## src/rtl/palette_arbiter.sv

```systemverilog
// palette_arbiter
// Arbitrates NUM_REQ requesters onto one shared combinational palette through
// a two-stage pipeline: stage 1 registers the winner's index, and stage 2
// registers the palette colour together with the winner's id. The response
// uses a valid/ready handshake, and backpressure freezes the whole pipeline.
// Build option: define PALETTE_ARB_RR_EN for round-robin arbitration. When it
// is not defined, the block uses fixed priority and the lowest index wins.
module palette_arbiter #(
   parameter int NUM_REQ = 4,
   parameter int IDX_W   = 4,
   parameter int COLOR_W = 4
) (
   input  logic                         clk,
   input  logic                         reset_n,
   input  logic [NUM_REQ-1:0]           req,
   input  logic [NUM_REQ*IDX_W-1:0]     req_index,
   output logic [NUM_REQ-1:0]           gnt,
   output logic [IDX_W-1:0]             pal_index,
   input  logic [COLOR_W-1:0]           pal_red,
   input  logic [COLOR_W-1:0]           pal_green,
   input  logic [COLOR_W-1:0]           pal_blue,
   output logic                         rsp_valid,
   input  logic                         rsp_ready,
   output logic [$clog2(NUM_REQ)-1:0]   rsp_id,
   output logic [COLOR_W-1:0]           rsp_red,
   output logic [COLOR_W-1:0]           rsp_green,
   output logic [COLOR_W-1:0]           rsp_blue
);

   localparam int ID_W = $clog2(NUM_REQ);

   // Returns (base + k) mod NUM_REQ. Here k is always less than NUM_REQ.
   function automatic logic [ID_W-1:0] f_rot(input logic [ID_W-1:0] base, input int k);
      int s;
      s = int'(base) + k;
      if (s >= NUM_REQ) s = s - NUM_REQ;
      return s[ID_W-1:0];
   endfunction

   logic                r_s1_valid;
   logic [ID_W-1:0]     r_s1_id;
   logic [IDX_W-1:0]    r_pal_index;
   logic                r_rsp_valid;
   logic [ID_W-1:0]     r_rsp_id;
   logic [COLOR_W-1:0]  r_rsp_red;
   logic [COLOR_W-1:0]  r_rsp_green;
   logic [COLOR_W-1:0]  r_rsp_blue;

   logic                w_adv;
   logic                w_any;
   logic [ID_W-1:0]     w_base;
   logic [ID_W-1:0]     w_win_id;
   logic [IDX_W-1:0]    w_win_index;

   // The whole pipeline moves only when the output slot is empty or being consumed.
   assign w_adv = !r_rsp_valid || rsp_ready;

`ifdef PALETTE_ARB_RR_EN
   logic [ID_W-1:0]     r_ptr;

   assign w_base = r_ptr;

   // After each issued grant, the pointer moves to one past the winner.
   always_ff @(posedge clk or negedge reset_n) begin
      if (!reset_n) begin
         r_ptr <= '0;
      end else if (w_adv && w_any) begin
         r_ptr <= (w_win_id == ID_W'(NUM_REQ - 1)) ? '0 : w_win_id + 1'b1;
      end
   end
`else
   // With fixed priority the scan always starts at requester 0.
   assign w_base = '0;
`endif

   // Scan from the base upward and keep the first requester found. The loop
   // runs downward so that the last assignment made is the nearest one.
   always_comb begin
      w_any    = 1'b0;
      w_win_id = '0;
      for (int k = NUM_REQ - 1; k >= 0; k--) begin
         if (req[f_rot(w_base, k)]) begin
            w_any    = 1'b1;
            w_win_id = f_rot(w_base, k);
         end
      end
   end

   assign w_win_index = req_index[w_win_id*IDX_W +: IDX_W];

   // Decode the one-hot grant pulse. It is held off while the pipeline is stalled.
   for (genvar gi = 0; gi < NUM_REQ; gi++) begin : g_gnt
      assign gnt[gi] = w_adv && w_any && (w_win_id == ID_W'(gi));
   end

   // Stage 1 captures the winner. pal_index keeps its value on idle cycles.
   always_ff @(posedge clk or negedge reset_n) begin
      if (!reset_n) begin
         r_s1_valid  <= 1'b0;
         r_s1_id     <= '0;
         r_pal_index <= '0;
      end else if (w_adv) begin
         r_s1_valid <= w_any;
         if (w_any) begin
            r_s1_id     <= w_win_id;
            r_pal_index <= w_win_index;
         end
      end
   end

   // Stage 2 captures the palette colour that the stage-1 index looked up.
   always_ff @(posedge clk or negedge reset_n) begin
      if (!reset_n) begin
         r_rsp_valid <= 1'b0;
         r_rsp_id    <= '0;
         r_rsp_red   <= '0;
         r_rsp_green <= '0;
         r_rsp_blue  <= '0;
      end else if (w_adv) begin
         r_rsp_valid <= r_s1_valid;
         r_rsp_id    <= r_s1_id;
         r_rsp_red   <= pal_red;
         r_rsp_green <= pal_green;
         r_rsp_blue  <= pal_blue;
      end
   end

   assign pal_index = r_pal_index;
   assign rsp_valid = r_rsp_valid;
   assign rsp_id    = r_rsp_id;
   assign rsp_red   = r_rsp_red;
   assign rsp_green = r_rsp_green;
   assign rsp_blue  = r_rsp_blue;

endmodule

```

## config.mk

```make
export PLATFORM = sky130hd
export DESIGN_NAME = palette_arbiter
export DESIGN_NICKNAME = d
export VERILOG_FILES = /design/src/rtl/palette_arbiter.sv
export SDC_FILE = /design/constraint.sdc
export NUM_CORES = 1
export LEC_CHECK = 0
export ABC_CLOCK_PERIOD_IN_PS = 1300
export BUFFER_PORTS_ARGS = -buffer_cell sky130_fd_sc_hd__clkbuf_2
export CORE_MARGIN = 10
export CORE_UTILIZATION = 41
export CTS_BUF_LIST = sky130_fd_sc_hd__clkbuf_8
export CTS_CLUSTER_SIZE = 8
export DETAILED_ROUTE_END_ITERATION = 7
export PLACE_DENSITY = 0.75
export SYNTH_ARGS = -nofsm -noshare
export SYNTH_HDL_FRONTEND = slang
export SYNTH_SLANG_ARGS = --single-unit
```

## constraint.sdc

```tcl
create_clock -name clk -period 1.3 [get_ports clk]
set_clock_uncertainty 0.1 [all_clocks]
set_input_delay 0.26 -clock clk [delete_from_list [all_inputs] [get_ports clk]]
set_output_delay 0.26 -clock clk [all_outputs]
set_load 0.02 [all_outputs]
```

# Word-level counts from Yosys, hierarchy flattened
# Index checks and enable logic that the tools add are counted.
# word_totals
regBits	22
output_inout_bits	23
# op_classes
n_mux	8
eq_ne	3
n_shift	1
n_reduce_logical	9
# ops
operator	n
16-bit by 5-bit variable part select with 4-bit output	1
2-bit 2-to-1 mux	4
1-bit logical AND	5
2-bit == test (second input constant)	2
1-bit 2-to-1 mux	4
2-bit by 1-bit == test with 1-bit output (second input constant)	1
2-bit logical NOT	1
2-bit AND reduction	1
1-bit logical NOT	1
1-bit logical OR	1

# Longest topological paths before layout
# logic_depth
depth_word	6
ltp_mapped	5
depth_no_buf	3

# Least setup slack after synthesis
# Ideal clock, no wire load.
# synth_timing
kind	register -> output
start	register r_rsp_valid, in the netlist rsp_valid
end	output gnt[3]
slack_ps	-514
t_required_ps	940
n_path_buf	1
path_stages_with_launch	4
arrival_ps	1454
cell_sequence	dfrtp_1 -> nor2b_1 -> buf_2 -> nor4_1
# synth_via
elab_chain_len	4
# synth_lines
element	line	text
start, declared	43	logic r_rsp_valid;
start signal, assigned	120	r_rsp_valid <= r_s1_valid;
1-bit logical NOT	56	assign w_adv = !r_rsp_valid || rsp_ready;
1-bit logical OR	56	
1-bit logical AND (2 in a row)	93	assign gnt[gi] = w_adv && w_any && (w_win_id == ID_W'(gi));
end, declared	17	output logic [NUM_REQ-1:0] gnt,
# No other way between the ends.

# Final worst setup path
# Same ends and word-level chain as after synthesis.

==> results.cfg <==
[critical_path]
cp.required_ps = 940
rr_worst_depth = 5
path_class = reg2out
arrival_ps = 1240
start_kind = flop
critPathCaptureType = primary output
cp_max_fo = 3

[drt]
firstDrtPassIters = 4
final_antenna_net_count = 0
wl_per_cell_um = 14.6
vias = 1123
drc = 0
drt-initial-drc-count = 37
routed_wirelength_mm = 3.35
vias_per_cell = 4.90

[finish]
final_common_cell = clkbuf_2
layout_common_cells = 52 x clkbuf_2, 24 x nand2_1, 21 x dfrtp_1
syn_to_final_growth_pct = 65.5
fin_util = 0.722
antenna_cells = 0
drive_above_1_share = 0.558
finalNonFillerCells = 229
fin_nets = 235

[die]
dieArea_um2 = 5150
dieWidth_um = 71.8
core_area_um2 = 2520
start_util = 0.436
ios = 58
rows = 18
die_h_um = 71.8

[yosys]
synth_cell_types = 24
syn_avg_cell_area_um2 = 8.59
syn-instance-count = 128
async_flop_share = 1.00
synth_seq_area_share = 0.501
ys.warnings.count = 0
synth-main-ff-cell = dfrtp_1
ys_ff_latch = 22
synth-edff-count = 0
synth_nets = 163
syn_area_um2 = 1100

[global_routing]
grt_max_degree = 23
antenna_found_initial = 0
grt_use_total = 0.121
grt_pass1_vias = 1185
grt_first_pass_wirelength_mm = 5.21
grt_overflow = 0

[placement]
portBuffers = 57
place_hpwl_mm = 2.47
place_inst = 218
gp_congestion = 0.771

[min_path]
worstHoldPathType = in2reg
hold_path_depth = 3

[clock_tree]
path_clk_slew_ps = 80
clkSinkCount = 22
cts_buffers = 3
cts_tree = built
clockRootBuffer = clkbuf_8
htree_levels = 1
clk_path_buf_depth = 2
clock_latency_ps = 270

[pwr]
p_int_mw = 1.48
switching_share = 0.300
p_leak_nw = 0.975
p_sw_uw = 637
p_clk_frac = 0.298
power.ir.vdd_worst_mv = 0.852
power_density_nw_per_um2 = 1170
pwr-share-seq = 0.398
power_frac_comb = 0.304

[sta]
tns_ps = -3450
post-route-period-util = 1.23
layout_setup_ws_ps = -296
fmax_ghz = 0.626
rsz0062_at_grt = true
timing.hold.ws_ps = 83.8
setup_violations = 26
worst_pin_slew_ps = 539
final-hold-violation-count = 0
layout_min_cycle_time_ps = 1600
maxSlewHeadroom = 0.641
drv_slew = 0

[flow_run]
cap_violations = 0

[status]
violations = setup timing
status = finished, violations left
==> cell type report <==
type,count,area (um2)
sequential,22,552
multi-input combinational,92,614
timing repair buffer,76,527
clock inverter,1,30.0
clock buffer,3,41.3
inverter,5,18.8
fill,202,702
tap,30,37.5
==> per-stage QoR <==
| step | power, mW | worst slack [ps] | area (um2) |
|---|---|---|---|
| floorplan | 1.17 | -154 | 1190 |
| global placement | 1.37 | -71.4 | 1540 |
| detailed placement | 1.38 | -99.9 | 1540 |
| CTS | 2.05 | -289 | 1700 |
| global route | 2.22 | -344 | 1820 |
| finish | 2.12 | -296 | 1820 |
==> registers in the layout (all words and copies together) (netlist names) <==
name	flops
pal_index	4
r_s1_id	2
r_s1_valid	1
rsp_blue	4
rsp_green	4
rsp_id	2
rsp_red	4
rsp_valid	1
==> what timing repair did <==
item	4_1_cts	5_1_grt
pin swaps	0	4
hold buffers	1	0
hold endpoints to repair	22	0
cloned	0	1
endpoints found under the setup margin	5	26
gates resized for setup	14	27
setup buffers	2	3
==> Yosys cell counts (3+ instances only) <==
| library cell | count | area [um2] |
|---|---|---|
| a22o_1 | 4 | 35.0 |
| a21oi_1 | 10 | 50.1 |
| dfrtp_1 | 22 | 551 |
| o21ai_0 | 4 | 20.0 |
| a31oi_1 | 4 | 25.0 |
| and3b_1 | 4 | 35.0 |
| inv_1 | 5 | 18.8 |
| nand3b_1 | 4 | 30.0 |
| nand2_1 | 42 | 158 |
| nand2b_1 | 3 | 18.8 |
| nor2_1 | 4 | 15.0 |
| buf_2 | 4 | 20.0 |
| clkbuf_1 | 3 | 11.3 |
| nor2b_1 | 5 | 31.3 |
==> worst paths after layout <==
check | from | endpoint | slack (ps)
worst max-delay path | rsp_valid | gnt[3] | -300
worst min-delay path | pal_blue[0] | rsp_blue[0] | 80
worst max register to register | rsp_valid | r_s1_id[0] | -200
worst min register to register | r_s1_valid | rsp_valid | 370
max in group asynchronous | reset_n | rsp_valid | 300
min in group asynchronous | reset_n | rsp_blue[0] | 410
==> critical path, stage by stage, from the launching register on <==
cell and delay, ps:
dfrtp_2 420, nor2b_4 150, nor4_4 210, clkbuf_8 190
==> power by group through the flow <==
stage                     Combinational, mW  Sequential [mW]  Clock, mW
final                                 0.645            0.845      0.632
after global routing                  0.705            0.856      0.656
after CTS                             0.581            0.830      0.640
after detailed placement              0.540            0.845          0
after global placement                0.526            0.840          0
after floorplan                       0.226            0.941          0
==> logic make-up (layout without fill, tap and decap cells) <==
| kind of cell | Yosys count | count (layout) | share of synthesized area |
|---|---|---|---|
| AOI/OAI and AO/OA | 24 | 24 | 0.133 |
| buffers and inverters | 14 | 85 | 0.0626 |
| DFF | 22 | 22 | 0.501 |
| muxes | 1 | 1 | 0.0102 |
| and+or+nand+nor | 67 | 67 | 0.294 |
==> layer usage <==
metal / track usage / up-vias / part of all wire
li1: - / 563 / -
met3: 0.0468 / 5 / 0.089
met5: 0 / - / 0
met1: 0.125 / 513 / 0.38
met2: 0.211 / 42 / 0.51
met4: 0.0581 / 0 / 0.019
Note: power is estimated with default switching activity, not from simulation.
